File: src/rtl/dmem_pkg.sv
// Shared types, requester indices and byte-merge helper for the data memory arbiter.
package dmem_pkg;

   typedef enum logic {
      IDLE   = 1'b0,
      RMW_WR = 1'b1
   } dmem_state_e;

   localparam int REQ_CORE    = 0;
   localparam int REQ_DMA     = 1;
   localparam int DMEM_DATA_W = 32;
   localparam int DMEM_BE_W   = DMEM_DATA_W / 8;

   // Per byte, take the new byte where enabled, otherwise keep the stored byte.
   function automatic logic [DMEM_DATA_W-1:0] merge_bytes(
      input logic [DMEM_DATA_W-1:0] old_word,
      input logic [DMEM_DATA_W-1:0] new_word,
      input logic [DMEM_BE_W-1:0]   be
   );
      logic [DMEM_DATA_W-1:0] merged;
      for (int b = 0; b < DMEM_BE_W; b++) begin
         merged[b*8 +: 8] = be[b] ? new_word[b*8 +: 8] : old_word[b*8 +: 8];
      end
      return merged;
   endfunction

endpackage

File: src/rtl/dmem_arbiter_if.sv
// Request/response bus of both requesters plus the word-wide memory port.
interface dmem_arbiter_if
   import dmem_pkg::*;
#(
   parameter int ADDR_WIDTH = 32,
   parameter int DATA_WIDTH = DMEM_DATA_W,
   parameter int MEM_DEPTH  = 1024
);
   localparam int MEM_AW = $clog2(MEM_DEPTH);
   localparam int BE_W   = DATA_WIDTH / 8;

   logic [1:0]                 req_valid;
   logic [1:0]                 req_ready;
   logic [1:0]                 req_we;
   logic [1:0][ADDR_WIDTH-1:0] req_addr;
   logic [1:0][DATA_WIDTH-1:0] req_wdata;
   logic [1:0][BE_W-1:0]       req_be;
   logic [1:0]                 resp_valid;
   logic [DATA_WIDTH-1:0]      resp_rdata;
   logic                       resp_err;
   logic [MEM_AW-1:0]          mem_addr;
   logic                       mem_we;
   logic [DATA_WIDTH-1:0]      mem_wd;
   logic [DATA_WIDTH-1:0]      mem_rd;

   modport slave (
      input  req_valid, req_we, req_addr, req_wdata, req_be, mem_rd,
      output req_ready, resp_valid, resp_rdata, resp_err, mem_addr, mem_we, mem_wd
   );

   modport master (
      output req_valid, req_we, req_addr, req_wdata, req_be, mem_rd,
      input  req_ready, resp_valid, resp_rdata, resp_err, mem_addr, mem_we, mem_wd
   );

endinterface

File: src/rtl/rr_arbiter2.sv
// Two-requester round-robin arbiter; a tie goes to whoever was not granted last.
module rr_arbiter2
   import dmem_pkg::*;
(
   input  logic       clk,
   input  logic       reset,
   input  logic [1:0] req,
   input  logic       advance,
   output logic [1:0] grant
);

   logic last_grant;

   // One-hot grant: a lone requester wins outright, a tie alternates.
   always_comb begin
      grant = req;
      if (req == 2'b11) begin
         grant = last_grant ? 2'b01 : 2'b10;
      end
   end

   // Remember the most recent winner; resets to the DMA side so the core wins the first tie.
   always_ff @(posedge clk or posedge reset) begin
      if (reset) begin
         last_grant <= 1'b1;
      end else if (advance && (grant != 2'b00)) begin
         last_grant <= grant[REQ_DMA];
      end
   end

endmodule

File: src/rtl/dmem_arbiter.sv
// Shares one word-organised data memory between the core and the DMA/debug port,
// turning byte-enabled writes into read-modify-write sequences.
module dmem_arbiter
   import dmem_pkg::*;
#(
   parameter int ADDR_WIDTH = 32,
   parameter int DATA_WIDTH = DMEM_DATA_W,
   parameter int MEM_DEPTH  = 1024
)(
   input  logic          clk,
   input  logic          reset,
   dmem_arbiter_if.slave bus
);

   localparam int MEM_AW = $clog2(MEM_DEPTH);
   localparam int BE_W   = DATA_WIDTH / 8;

   dmem_state_e state;
   logic        owner;
   logic [MEM_AW-1:0]     rmw_addr;
   logic [DATA_WIDTH-1:0] rmw_data;

   logic [1:0]  arb_req;
   logic [1:0]  grant;
   logic        arb_en;
   logic        accept;
   logic        sel;
   logic        cur_we;
   logic [ADDR_WIDTH-3:0] word_idx;
   logic [DATA_WIDTH-1:0] cur_wdata;
   logic [BE_W-1:0]       cur_be;
   logic        oor;
   logic        be_full;
   logic        be_part;
   logic        do_full;
   logic        do_part;

   logic [1:0]            resp_valid_q;
   logic [DATA_WIDTH-1:0] resp_rdata_q;
   logic                  resp_err_q;

   // Grants are only handed out while idle; the RMW write cycle blocks everyone.
   assign arb_en  = (state == IDLE);
   assign arb_req = bus.req_valid & {2{arb_en}};

   rr_arbiter2 u_arb (
      .clk     (clk),
      .reset   (reset),
      .req     (arb_req),
      .advance (arb_en),
      .grant   (grant)
   );

   // Decode the granted request.
   always_comb begin
      accept    = (grant != 2'b00);
      sel       = grant[REQ_DMA];
      cur_we    = bus.req_we[sel];
      word_idx  = bus.req_addr[sel][ADDR_WIDTH-1:2];
      cur_wdata = bus.req_wdata[sel];
      cur_be    = bus.req_be[sel];
      oor       = (word_idx > (ADDR_WIDTH-2)'(MEM_DEPTH - 1));
      be_full   = &cur_be;
      be_part   = (cur_be != '0) && !be_full;
      do_full   = accept && cur_we && !oor && be_full;
      do_part   = accept && cur_we && !oor && be_part;
   end

   // Memory port: RMW write-back has priority, otherwise the accepted in-range request; zero when idle.
   always_comb begin
      bus.mem_addr = '0;
      bus.mem_we   = 1'b0;
      bus.mem_wd   = '0;
      if (state == RMW_WR) begin
         bus.mem_addr = rmw_addr;
         bus.mem_we   = 1'b1;
         bus.mem_wd   = rmw_data;
      end else if (accept && !oor) begin
         bus.mem_addr = word_idx[MEM_AW-1:0];
         if (do_full) begin
            bus.mem_we = 1'b1;
            bus.mem_wd = cur_wdata;
         end
      end
   end

   // Control FSM with registered responses; an async reset drops any pending RMW silently.
   always_ff @(posedge clk or posedge reset) begin
      if (reset) begin
         state        <= IDLE;
         owner        <= 1'b0;
         resp_valid_q <= 2'b00;
         resp_rdata_q <= '0;
         resp_err_q   <= 1'b0;
      end else begin
         resp_valid_q <= 2'b00;
         resp_rdata_q <= '0;
         resp_err_q   <= 1'b0;
         unique case (state)
            IDLE: begin
               if (do_part) begin
                  state <= RMW_WR;
                  owner <= sel;
               end else if (accept) begin
                  resp_valid_q <= grant;
                  resp_err_q   <= oor;
                  if (!cur_we && !oor) begin
                     resp_rdata_q <= bus.mem_rd;
                  end
               end
            end
            RMW_WR: begin
               state        <= IDLE;
               resp_valid_q <= owner ? 2'b10 : 2'b01;
            end
            default: state <= IDLE;
         endcase
      end
   end

   // RMW word address and merged data, captured in the accept cycle of a partial write.
   always_ff @(posedge clk) begin
      if (do_part) begin
         rmw_addr <= word_idx[MEM_AW-1:0];
         rmw_data <= merge_bytes(bus.mem_rd, cur_wdata, cur_be);
      end
   end

   assign bus.req_ready  = grant;
   assign bus.resp_valid = resp_valid_q;
   assign bus.resp_rdata = resp_rdata_q;
   assign bus.resp_err   = resp_err_q;

endmodule

File: src/flat_wrapper.sv
// flat-port wrapper written by rule: the top's interface ports become plain ports
module dmem_arbiter_flat import dmem_pkg::*;
#(
   parameter int ADDR_WIDTH = 32,
   parameter int DATA_WIDTH = DMEM_DATA_W,
   parameter int MEM_DEPTH  = 1024
)
  (clk, reset, bus_req_valid, bus_req_we, bus_req_addr, bus_req_wdata, bus_req_be, bus_mem_rd, bus_req_ready, bus_resp_valid, bus_resp_rdata, bus_resp_err, bus_mem_addr, bus_mem_we, bus_mem_wd);
  dmem_arbiter_if #(.ADDR_WIDTH(ADDR_WIDTH), .DATA_WIDTH(DATA_WIDTH), .MEM_DEPTH(MEM_DEPTH)) bus_i ();
  input  logic clk;
  input  logic reset;
  input wire logic [$bits(bus_i.req_valid)-1:0] bus_req_valid;
  input wire logic [$bits(bus_i.req_we)-1:0] bus_req_we;
  input wire logic [$bits(bus_i.req_addr)-1:0] bus_req_addr;
  input wire logic [$bits(bus_i.req_wdata)-1:0] bus_req_wdata;
  input wire logic [$bits(bus_i.req_be)-1:0] bus_req_be;
  input wire logic [$bits(bus_i.mem_rd)-1:0] bus_mem_rd;
  output wire logic [$bits(bus_i.req_ready)-1:0] bus_req_ready;
  output wire logic [$bits(bus_i.resp_valid)-1:0] bus_resp_valid;
  output wire logic [$bits(bus_i.resp_rdata)-1:0] bus_resp_rdata;
  output wire logic [$bits(bus_i.resp_err)-1:0] bus_resp_err;
  output wire logic [$bits(bus_i.mem_addr)-1:0] bus_mem_addr;
  output wire logic [$bits(bus_i.mem_we)-1:0] bus_mem_we;
  output wire logic [$bits(bus_i.mem_wd)-1:0] bus_mem_wd;
  assign bus_i.req_valid = bus_req_valid;
  assign bus_i.req_we = bus_req_we;
  assign bus_i.req_addr = bus_req_addr;
  assign bus_i.req_wdata = bus_req_wdata;
  assign bus_i.req_be = bus_req_be;
  assign bus_i.mem_rd = bus_mem_rd;
  assign bus_req_ready = bus_i.req_ready;
  assign bus_resp_valid = bus_i.resp_valid;
  assign bus_resp_rdata = bus_i.resp_rdata;
  assign bus_resp_err = bus_i.resp_err;
  assign bus_mem_addr = bus_i.mem_addr;
  assign bus_mem_we = bus_i.mem_we;
  assign bus_mem_wd = bus_i.mem_wd;
  dmem_arbiter #(.ADDR_WIDTH(ADDR_WIDTH), .DATA_WIDTH(DATA_WIDTH), .MEM_DEPTH(MEM_DEPTH)) u_core (.clk(clk), .reset(reset), .bus(bus_i));
endmodule
File: config.mk
export PLATFORM = sky130hd
export DESIGN_NAME = dmem_arbiter_flat
export DESIGN_NICKNAME = d
export VERILOG_FILES = /design/src/rtl/dmem_pkg.sv /design/src/rtl/dmem_arbiter_if.sv /design/src/rtl/rr_arbiter2.sv /design/src/rtl/dmem_arbiter.sv /design/src/flat_wrapper.sv
export SDC_FILE = /design/constraint.sdc
export NUM_CORES = 1
export LEC_CHECK = 0
export CORE_ASPECT_RATIO = 0.7
export CORE_UTILIZATION = 30
export DETAILED_ROUTE_END_ITERATION = 16
export DONT_BUFFER_PORTS = 1
export PLACE_DENSITY_LB_ADDON = 0.05
export RECOVER_POWER = 100
export SYNTH_ARGS = -nofsm -noshare
export SYNTH_HDL_FRONTEND = slang
export SYNTH_SLANG_ARGS = --single-unit
File: constraint.sdc
create_clock -name clk -period 3.1 [get_ports clk]
set_clock_uncertainty 0.05 [all_clocks]
set_input_delay 0.62 -clock clk [delete_from_list [all_inputs] [get_ports clk]]
set_output_delay 0.62 -clock clk [all_outputs]
set_load 0.01 [all_outputs]
==> reports/results.env <==
STATUS='complete, but fails checks'
VIOLATIONS='capacitance limit, slew limit'
TIMING.SLEW.HEADROOM=-0.123
LAYOUT_AREA_GROWTH_OVER_SYNTHESIS_PCT=14.9
WHS_PS=359
POWER.STATIC_LEAKAGE_uW=0.00192
POWER.COMBINATIONAL.FRACTION=0.093
FIRST_GLOBAL_VIAS=3100
CRIT_END='bus_mem_wd[4]'
POSTCTSSETUPREPAIRBUFS=0
SYN-CELL-AREA_MM2=0.00420
POSTSYNTHNETCOUNT=567
YS.WARNINGS.COUNT=0
PATH_CLASS='in2out'
POSTSYNTHCELLCOUNT=393
SYNTH_ENABLE_FLOP_CELLS=42
CTS.SINK_COUNT=80
FINAL.SETUP.TNS_PS=0
WORST_PATH_LARGEST_CELL_DELAY_PS=570
CTS_HTREE_LEVELS=3
WORST-ENDPOINT-REQUIRED_PS=2430
PLACE_CONGESTION=0.756
POSTSYNTHAREAPERCELL_UM2=10.7
FF2FF_PATH_DEPTH=8
POWER.CLOCK.FRACTION=0.444
RR_STARTPOINT='u_core.state'
POWER_SWITCHING_SHARE=0.227
DETAILEDROUTE.FIRSTITERATIONVIOLATIONS=152
CRITPATHBUFINV=1
YS_TOP_CELLS_BY_AREA='sky130_fd_sc_hd__edfxtp_1 (30%), sky130_fd_sc_hd__dfrtp_1 (22%), sky130_fd_sc_hd__mux2i_1 (7.9%)'
SYNTH_TOP_CELL_BY_AREA='sky130_fd_sc_hd__edfxtp_1'
DRIVE_ABOVE_1_SHARE=0.0905
CTS.PATH.MAX_BUFFERS=2
REPORT.FINAL.SETUP_VIOL=0
CTS_TREE='built'
CRITICAL_PATH.REG2REG.ENDPOINT='u_core.rmw_data[4]'
CLOCK_INSERTION_DELAY_WORST_SKEW_PS=330
GRT_SETUP_UNREPAIRED='no'
DRT_FIRST_PASS_ITERS=4
FLOORPLAN.DIE.WIDTH_UM=143
REPORT.FINAL.HOLD_VIOL_COUNT=0
NNETSFINAL=578
MIN_PERIOD_PS=2970
CTS_BUFFERS=9
SEQUENTIAL_FRACTION_OF_THE_SYNTHESIS_AREA=0.527
POWER.DENSITY_CELL_AREA_mW_PER_MM2=510
DRT_DRC_VIOLATIONS_LEFT=0
FINAL_MIN_PERIOD_OVER_CLOCK_PERIOD=0.958
CRITPATHCAPTURETYPE='primary output'
CTS_ROOT_BUF='sky130_fd_sc_hd__clkbuf_16'
CRITICAL_PATH_FANOUTS_MAX=16
PIN_COUNT=254
CRIT_PATH_CELL_TRACE='or4_1 > nor4_4 > o2111ai_4 > buf_12 > o21ai_0'
LAYOUT_COMMONEST_CELL='sky130_fd_sc_hd__nand2_1'
POST_SYNTH_NUM_CELL_TYPES=33
WIRE_LENGTH_OF_THE_FIRST_GLOBAL_ROUTING_PASS_UM=18400
DETAIL_ROUTE.WL_PER_CELL_UM=21.3
WORST_SETUP_PATH_STARTPOINT='bus_req_addr[15]'
POWER_SWITCHING_uW=558
CORE_UTIL_FINAL=0.360
CP_LAUNCH_TYPE='input port'
MAXCAPVIOLCOUNT=1
SEQ_POWER_SHARE=0.463
DIE_HEIGHT_UM=101
N_ANTENNA_CELL=0
GLOBALROUTE.TOTALOVERFLOW=0
CP_TOP_FAMILY='simple AND/OR/NAND/NOR gates'
NUMBER_OF_ANTENNA_VIOLATIONS_AT_THE_FIRST_CHECK_IN_GLOBAL_ROUTING=0
GRT_USAGE=0.173
PORTBUFFERS=0
CRIT_CELLS=5
ROUTE.DETAILED.VIAS_PER_INST=5.28
WORST_IR_DROP_VDD_V=0.000247
WORST-ENDPOINT-ARRIVAL_PS=2300
TIGHTEST_SLEW_PS=1680
SYNTH-SEQ-CELLS=80
CTS.CLK_SLEW.WORST_PATHS_PS=70
DP_HPWL_UM=9110
HOLD_PATH.CLASS='in2reg'
CRIT_PATH_SLOWEST_CELL='sky130_fd_sc_hd__or4_1'
POSTSYNTH.ASYNCRESETSHARE=0.475
FINAL-MAX-SLEW-VIOLATION-COUNT=39
GRT_MAX_DEGREE=47
POWER.INTERNAL_uW=1900
TIMING.REG2REG.SETUP_SLACK_PS=390
TIMING.FMAX_GHz=0.337
SYNTH-MAIN-FF-CELL='sky130_fd_sc_hd__edfxtp_1'
FLOORPLAN.DIE_AREA_MM2=0.0145
WIRELENGTH_UM=12600
CORE_MM2=0.0134
DRT.ANTENNA.VIOLATING_NETS=0
MOSTFREQUENTLAYOUTCELLS='sky130_fd_sc_hd__nand2_1 (83), sky130_fd_sc_hd__edfxtp_1 (42), sky130_fd_sc_hd__dfrtp_1 (36)'
VIA_COUNT=3135
FP-ROW-COUNT=35
FLOORPLAN.INITIALDENSITY=0.313
YOSYS.AREA.TOP_TYPE_SHARE=0.300
power groups by stage:
stage | registers, uW | clock network, uW | logic (uW)
6_report | 1140 | 1090 | 229
5_1_grt | 1140 | 1180 | 257
4_1_cts | 1140 | 1140 | 233
3_5_place_dp | 1160 | 0 | 233
3_3_place_gp | 1160 | 0 | 230
2_1_floorplan | 1160 | 0 | 181
cell type report:
class | count | area, um2
fill | 1369 | 8580
timing repair buffer | 18 | 143
multi-input combinational | 289 | 1910
clock inverter | 3 | 42.5
clock buffer | 13 | 260
inverter | 6 | 23.8
tap | 185 | 231
sequential | 80 | 2210
state kept, by name (all words and copies together) (netlist names):
name and flops:
u_core.rmw_data 32, u_core.u_arb.last_grant 1, u_core.bus.resp_valid 2, u_core.state 1, u_core.rmw_addr 10, u_core.bus.resp_err 1, u_core.owner 1, u_core.bus.resp_rdata 32
synthesized netlist by cell type (3+ instances only):
| master | count |
|---|---|
| sky130_fd_sc_hd__nand2_1 | 83 |
| sky130_fd_sc_hd__edfxtp_1 | 42 |
| sky130_fd_sc_hd__dfrtp_1 | 37 |
| sky130_fd_sc_hd__mux2i_1 | 33 |
| sky130_fd_sc_hd__o21a_1 | 33 |
| sky130_fd_sc_hd__and2_1 | 32 |
| sky130_fd_sc_hd__o22a_1 | 32 |
| sky130_fd_sc_hd__o21ai_1 | 30 |
| sky130_fd_sc_hd__a22o_1 | 12 |
| sky130_fd_sc_hd__buf_2 | 8 |
| sky130_fd_sc_hd__nor4_1 | 8 |
| sky130_fd_sc_hd__clkbuf_1 | 7 |
| sky130_fd_sc_hd__inv_1 | 5 |
| sky130_fd_sc_hd__buf_1 | 3 |
| sky130_fd_sc_hd__nor3_1 | 3 |
| sky130_fd_sc_hd__o21ai_0 | 3 |
kinds of logic (layout without fill, tap and decap cells):
| kind of cell | Yosys count | count (layout) | synth area share |
|---|---|---|---|
| and+or+nand+nor | 139 | 139 | 0.165 |
| AOI/OAI and AO/OA | 117 | 117 | 0.205 |
| DFF | 80 | 80 | 0.527 |
| muxes | 33 | 33 | 0.0786 |
| buffers and inverters | 24 | 40 | 0.0238 |
worst reg2reg max path, cell delays in order, from the launching register on:
cell and delay (ps):
sky130_fd_sc_hd__dfrtp_2 410, sky130_fd_sc_hd__nor2b_1 220, sky130_fd_sc_hd__nand2_4 130, sky130_fd_sc_hd__inv_2 100
sky130_fd_sc_hd__buf_4 240, sky130_fd_sc_hd__nor3_1 100, sky130_fd_sc_hd__o221ai_1 260, sky130_fd_sc_hd__clkinvlp_2 420
sky130_fd_sc_hd__clkbuf_4 450
how the worst min path moves through the flow:
stage	start	depth (start not counted)	to	slack, ps
floorplan	u_core.u_arb.last_grant	2	u_core.u_arb.last_grant	390
global placement	u_core.u_arb.last_grant	2	u_core.u_arb.last_grant	410
detailed placement	u_core.u_arb.last_grant	2	u_core.u_arb.last_grant	420
CTS	bus_mem_rd[26]	1	u_core.bus.resp_rdata[26]	340
global route	bus_mem_rd[27]	1	u_core.bus.resp_rdata[27]	340
finish	bus_mem_rd[26]	1	u_core.bus.resp_rdata[26]	360
timing repair:
item | 4_1_cts | 5_1_grt
resized for setup | 0 | 2
hold buffers | 0 | 0
endpoints found under the setup margin | 0 | 4
metal layers:
layer | GRT usage | vias to the layer above | part of all wire
met5 | 0 | - | 0
met4 | 0.0434 | 0 | 0.0055
met1 | 0.233 | 1517 | 0.46
met3 | 0.0499 | 7 | 0.078
met2 | 0.273 | 140 | 0.46
li1 | - | 1471 | -
stage by stage:
step           total power, uW  area, um2  std cells  worst slack [ps]
5_1_grt                   2570       4820        594              31.6
4_1_cts                   2510       4850        594               120
2_1_floorplan             1340       4200        393               285
3_5_place_dp              1390       4550        578               132
3_3_place_gp              1390       4550        578               129
6_report                  2460       4820        594               131
Note: power is estimated with default switching activity, not from simulation.
